## config.mk

```make
export PLATFORM = sky130hd
export DESIGN_NAME = instruction_memory_loadable
export DESIGN_NICKNAME = d
export VERILOG_FILES = /design/src/rtl/instruction_memory_loadable.sv
export SDC_FILE = /design/constraint.sdc
export NUM_CORES = 2
export LEC_CHECK = 0
export CAP_MARGIN = 20
export CORE_ASPECT_RATIO = 1.2
export CORE_MARGIN = 5
export CORE_UTILIZATION = 35
export CTS_BUF_LIST = sky130_fd_sc_hd__clkbuf_4 sky130_fd_sc_hd__clkbuf_8
export DETAILED_ROUTE_END_ITERATION = 7
export DONT_BUFFER_PORTS = 1
export GPL_TIMING_DRIVEN = 0
export PLACE_DENSITY = 0.56
export SYNTH_ARGS = -nofsm -noshare
export SYNTH_HDL_FRONTEND = slang
export SYNTH_SLANG_ARGS = --single-unit
```

## constraint.sdc

```tcl
create_clock -name clk -period 6.6 [get_ports clk]
set_input_delay 1.32 -clock clk [delete_from_list [all_inputs] [get_ports clk]]
set_output_delay 1.32 -clock clk [all_outputs]
set_load 0.01 [all_outputs]
```

## src/rtl/instruction_memory_loadable.sv

```systemverilog
// Loadable instruction memory.
// A byte-serial loader fills the memory while in LOAD mode. Each word arrives
// most-significant beat first. In RUN mode the memory serves registered
// single-cycle fetches.
// Handshake: a loader beat is accepted on a rising edge only when the FSM is in
// LOAD and load_valid=1. A fetch is accepted on a rising edge only when the FSM
// is in RUN, load_en=0 and fetch_req=1. An accepted fetch produces a one-cycle
// inst_valid pulse after that edge. There is no backpressure on either side.
module instruction_memory_loadable #(
   parameter int ADDR_W = 8,
   parameter int INST_W = 16,
   parameter int LOAD_W = 8,
   parameter int DEPTH  = 256,
   parameter logic [INST_W-1:0] HALT_WORD = 16'hC000
) (
   input  logic              clk,
   input  logic              reset,
   input  logic              load_en,
   input  logic              load_valid,
   input  logic [LOAD_W-1:0] load_data,
   input  logic              fetch_req,
   input  logic [ADDR_W-1:0] fetch_addr,
   output logic [INST_W-1:0] inst,
   output logic              inst_valid,
   output logic              busy,
   output logic              load_ovf,
   output logic [ADDR_W:0]   load_count
);

   localparam int BEATS  = INST_W / LOAD_W;
   localparam int BEAT_W = (BEATS > 1) ? $clog2(BEATS) : 1;
   localparam int IDX_W  = (DEPTH > 1) ? $clog2(DEPTH) : 1;
   localparam logic [ADDR_W:0]   DEPTH_C   = (ADDR_W + 1)'(DEPTH);
   localparam logic [BEAT_W-1:0] LAST_BEAT = BEAT_W'(BEATS - 1);

   typedef enum logic {ST_RUN, ST_LOAD} state_t;

   state_t              state;
   state_t              next_state;
   logic [ADDR_W:0]     ptr;
   logic [BEAT_W-1:0]   beat_cnt;
   logic [INST_W-1:0]   asm_reg;
   logic [INST_W-1:0]   shifted;
   logic                beat_ok;
   logic                last_beat;
   logic                wr_en;
   logic                fetch_ok;
   logic                in_range;

   // Contents survive reset; only the power-up value is HALT_WORD.
   logic [INST_W-1:0] mem [DEPTH] = '{default: HALT_WORD};

   // Newest beat enters at the bottom, so the first beat ends up in the MSBs.
   assign shifted   = (asm_reg << LOAD_W) | INST_W'(load_data);
   assign beat_ok   = (state == ST_LOAD) && load_valid;
   assign last_beat = (beat_cnt == LAST_BEAT);
   // Pointer saturates at DEPTH; completed words beyond that are dropped.
   assign wr_en     = beat_ok && last_beat && (ptr < DEPTH_C);
   assign fetch_ok  = (state == ST_RUN) && !load_en && fetch_req;
   assign in_range  = ({1'b0, fetch_addr} < DEPTH_C);

   assign busy       = (state == ST_LOAD);
   assign load_count = ptr;

   // State register.
   always_ff @(posedge clk or posedge reset) begin
      if (reset) begin
         state <= ST_RUN;
      end else begin
         state <= next_state;
      end
   end

   // Mode selection follows the load_en level.
   always_comb begin
      next_state = state;
      case (state)
         ST_RUN:  if (load_en)  next_state = ST_LOAD;
         ST_LOAD: if (!load_en) next_state = ST_RUN;
         default: next_state = ST_RUN;
      endcase
   end

   // Loader datapath: session clear on entry, beat assembly, word pointer, overflow.
   always_ff @(posedge clk or posedge reset) begin
      if (reset) begin
         ptr      <= '0;
         beat_cnt <= '0;
         asm_reg  <= '0;
         load_ovf <= 1'b0;
      end else if (state == ST_RUN) begin
         if (load_en) begin
            ptr      <= '0;
            beat_cnt <= '0;
            asm_reg  <= '0;
            load_ovf <= 1'b0;
         end
      end else if (load_valid) begin
         if (last_beat) begin
            beat_cnt <= '0;
            asm_reg  <= '0;
            if (ptr < DEPTH_C) begin
               ptr <= ptr + 1'b1;
            end else begin
               load_ovf <= 1'b1;
            end
         end else begin
            beat_cnt <= beat_cnt + 1'b1;
            asm_reg  <= shifted;
         end
      end
   end

   // Memory write port; reset deliberately leaves contents alone.
   always_ff @(posedge clk) begin
      if (wr_en) begin
         mem[ptr[IDX_W-1:0]] <= shifted;
      end
   end

   // Registered fetch; out-of-range addresses return HALT_WORD.
   always_ff @(posedge clk or posedge reset) begin
      if (reset) begin
         inst       <= '0;
         inst_valid <= 1'b0;
      end else begin
         inst_valid <= 1'b0;
         if (fetch_ok) begin
            inst_valid <= 1'b1;
            inst       <= in_range ? mem[fetch_addr[IDX_W-1:0]] : HALT_WORD;
         end
      end
   end

endmodule
```

# --- Word level (Yosys, flattened, before mapping) ---
# Memory sizes are Yosys's and may differ from the RTL's. A register that Yosys moved wholly into a read port is not among the register bits.
# Cells that the tools add are included.
op_classes:
  magnitude_cmp: 1
  reduce_logical: 10
  mux: 21
  n_eq_ne: 4
  add_sub_neg: 2
  bitwise: 2
op_table:
  columns: ["op", "count"]
  rows:
  - ["$mux 9", 5]
  - ["$mux 8", 4]
  - ["$or 16x8->16", 1]
  - ["$mux 1", 12]
  - ["$add 9x1->9 const B", 1]
  - ["$lt 9x9->1 const B", 1]
  - ["$reduce_and 4->1", 2]
  - ["$logic_and 1x1->1", 5]
  - ["$ne 2x1->1 const B", 2]
  - ["$ne 2x2->1 const B", 2]
  - ["$reduce_and 2->1", 1]
  - ["$reduce_bool 2->1", 1]
  - ["$add 1x1->1 const B", 1]
  - ["$logic_not 1->1", 1]
  - ["$not 1->1", 1]
totals:
  output_inout_bits: 28
  mem_bits_rw: 4096
  n_memories: 1
  ff_bits: 21
mem_list:
  columns: ["name", "words", "word_bits", "rd", "rd_ports_with_merged_regs", "wr", "line", "source"]
  rows:
  - ["mem", 256, 16, 1, 1, 1, "51", "logic [INST_W-1:0] mem [DEPTH] = '{default: HALT_WORD};"]

# --- Longest topological paths before layout ---
depth:
  depth_word: 5
  mapped_depth: 13
  ltp_nobuf: 8

# --- Worst setup path before layout ---
# OpenSTA, ideal clock, no wires.
synth_timing:
  kind: "register -> register"
  start: "register asm_reg[7]"
  end: "memory mem[0][15], data pin"
  stages_incl_launch_ff: 1
  setup_ns: 0.807
  slack_ns: 2.596
  t_required_ns: 5.793
  t_arrival_ns: 3.198
  synth_period_minus_slack_ns: 4.004
  path_cell_list: "dfrtp_1"
synth_between:
  elab_chain_cells: 1
synth_rtl:
  columns: ["element", "line", "source"]
  rows:
  - ["from (decl)", "42", "logic [INST_W-1:0] asm_reg;"]
  - ["from (signal assigned)", "109", "asm_reg <= shifted;"]
  - ["$or 16x8->16", "54", "assign shifted = (asm_reg << LOAD_W) | INST_W'(load_data);"]
  - ["to (decl)", "51", null]
# No other way between the ends.

# --- Worst setup path after layout ---
layout_timing:
  start: "register state (netlist: busy)"
  end: "register inst[0] (read register of mem)"
layout_between:
  elab_chain_cells: 3
layout_rtl:
  columns: ["element", "line", "source"]
  rows:
  - ["from (decl)", "38", "state_t state;"]
  - ["from (signal assigned)", "70", "state <= next_state;"]
  - ["$not 1->1", "59", "assign fetch_ok = (state == ST_RUN) && !load_en && fetch_req;"]
  - ["$logic_and 1x1->1 (2 in series)", "59", null]
  - ["via fetch_ok", "47", "logic fetch_ok;"]
  - ["to (decl)", "23", "output logic [INST_W-1:0] inst,"]
# The timed path passes the listed nets, and every way through them passes these cells.
# A chain may end at the register's enable or synchronous reset.

==> results.tsv <==
metric	value	unit
hold_ws	0.106	ns
grt_util_all_layers	0.293	
hold_path.class	input pin to flip-flop	
gr-usage-met2	0.429	
fin_worst_skew	0.0853	ns
async_reset_ff_frac	0.00895	
use_met3	0.101	
die_w	627	µm
cts_tree	yes	
fillers	39741	
htreeDepth	6	
viasPerCell	6.18	
final_nets	8577	
critPathMaxStageDelay	0.95	ns
cts.sinks	4133	
ys_types	73	
ir_drop	0.211	mV
seq_area	124000	µm²
clockBufferDepth	4	
syn_inst	7561	
post-route-period-util	0.916	
cp.arrival	7.16	ns
cap_violations	0	
start_util	0.350	
post_drt_wl_per_cell	46.4	µm
mostFrequentLayoutCells	edfxtp_1 (4096), mux4_2 (696), clkbuf_8 (668)	
largest_reg_flops	4096	
relSlewSlack	-0.507	
synth_ff_type	edfxtp_1	
root_buffer	clkbuf_8	
status	finished with violations	
final_cells	15161	
setup_viol	0	
grt_max_degree	258	
avgSynthCellArea	21.1	µm²
dp_cells	13930	
io_pins	49	
multi_input_area	33600	µm²
required	7.72	ns
finalCriticalPeriod	6.04	ns
postRouteWirelength	704000	µm
grt_pass1_wl	893000	µm
violations	slew limit	
grt_pass1_vias	88068	
crit_path_start_kind	flip-flop	
detail_route.iter0.violations	17018	
r2r_start	busy	
portBuffers	0	
drcViolationCount	0	
hold_path_startpoint	load_en	
endpoint_kind	flip-flop	
yosys_register_bits	4133	
die_h	750	µm
cp_max_fo	10	
syn-num-nets	7586	
areaGrowthSynthToFinish	17.3	%
tightest_slew	2.26	ns
slew_viol_final	367	
antenna_left	0	
crit_slowest_cell	clkbuf_1	
busiest_layer	met2	
cts_setup_buffers	0	
cts_buffers	641	
r2r_setup_slack	0.56	ns
design_area	187000	µm²
rsz0062_at_grt	no	
clkLatencyLatePin	1.34	ns
total_power	0.0547	W
die_area	470000	µm²
hold_viol	0	
clk_pin_slew	0.07	ns
met1_usage	0.344	
cp_cell_sequence	clkbuf_1 > nor2_1 > nand2_1 > inv_1 > nand2_1 > clkbuf_1 > nor4_2 > a32oi_1 > o41ai_1	
synth_top_cell_by_area	edfxtp_1	
crit_type	flip-flop to flip-flop	
gp_congestion	1.03	
max_freq	0.165	GHz
ys_seq_area_frac	0.775	
p_leak	60.1	nW
post_route_cells_drive_above_1_share	0.299	
vias	93667	
setup_tns	0	ns
synth_top_cell_area_share	0.769	
placed_cell_area	175000	µm²
syn_area	160000	µm²
power_density	292	nW/µm²
coreArea	456000	µm²
rows	272	
final_common_cell	edfxtp_1	
grt_antenna_before_repair	63	
synth_warnings	0	
grt_overflow	0	
synth_enable_flop_cells	4096	
synth_area_leaders	edfxtp_1 (77%), mux4_2 (9.8%), mux2i_1 (3.6%)	
dp_hpwl	483000	µm
drt_first_pass_iters	8	
startpoint	busy	
-- path summary, 6_finish.rpt --
check | to | cells after the start
worst max-delay path | inst[0] | 9
worst min-delay path | beat_cnt | 1
worst max register to register | inst[0] | 9
worst min register to register | beat_cnt | 2
max in group asynchronous | asm_reg[7] | 3
min in group asynchronous | inst_valid | 2
-- synth_stat cells (all sizes together) (3+ instances only) --
cell	count
a32oi	5
nand2	157
or3	12
nor3	35
o311ai	3
nor3b	4
buf	301
edfxtp	4096
nand4	25
a22o	31
mux4	756
o211ai	8
nand2b	6
a21oi	109
mux2i	569
mux2	35
o221ai	108
o22ai	196
and3	6
inv	17
xor2	5
o21ai	94
dfrtp	37
a31oi	11
clkbuf	150
a211o	13
or2	3
a22oi	111
nand3	62
nand4b	3
a221oi	26
nor2	341
a2111oi	42
nor2b	13
and2	26
nand3b	4
or3b	4
ha	4
a211oi	90
nor4	23
-- power breakdown --
| group | total (W) | internal [W] | switching [W] |
|---|---|---|---|
| clock network | 0.0217 | 0.0111 | 0.0106 |
| logic | 0.00370 | 0.000966 | 0.00274 |
| registers | 0.0293 | 0.0291 | 0.000205 |
| total | 0.0547 | 0.0412 | 0.0136 |
-- timing repair --
item,4_1_cts,5_1_grt
resized for setup,0,0
endpoints found under the hold margin,9,0
hold buffers,2,0
-- area by class of cell --
cell class	count	area share
Buffer	453	0.0174
Timing Repair Buffer	348	0.0336
Clock buffer	863	0.0565
Tap cell	6028	0.0402
Clock inverter	285	0.0103
Multi-Input combinational cell	2958	0.179
Inverter	17	0.000354
Antenna cell	76	0.00101
Sequential cell	4133	0.661
-- per-layer routing --
layer	share of wire	wire length, µm	vias to the layer above
li1	-	-	34032
met1	0.33	232000	49635
met2	0.44	308000	8056
met3	0.13	92100	1932
met4	0.10	72200	12
met5	0.00012	81	-
-- worst max-delay path, delay by kind of cell, from the launching register on --
| kind | cells | cell delay, ns |
|---|---|---|
| AO/OA/AOI/OAI | 2 | 1.22 |
| AND/OR/NAND/NOR | 4 | 2.25 |
| buffers and inverters | 3 | 1.85 |
| flip-flops | 1 | 0.42 |
-- logic make-up (layout without fill, tap and decap cells) --
logic type	count (synthesis)	in the layout	synth area share
xor gates and xnor gates	5	5	0.000274
buffers and inverters	470	1966	0.0203
muxes	1360	1360	0.146
and+or+nand+nor	730	730	0.0204
other	0	76	0
DFF	4133	4133	0.775
AOI/OAI and AO/OA	859	859	0.0376
adders and majority gates	4	4	0.000313
-- stage by stage --
stage / util / worst slack [ns]
global placement: 0.367 / -3.64
finish: 0.411 / 0.555
CTS: 0.410 / 0.943
detailed placement: 0.383 / -0.322
floorplan: - / 2.60
global route: 0.410 / 0.824
Note: power is estimated with default switching activity, not from simulation.
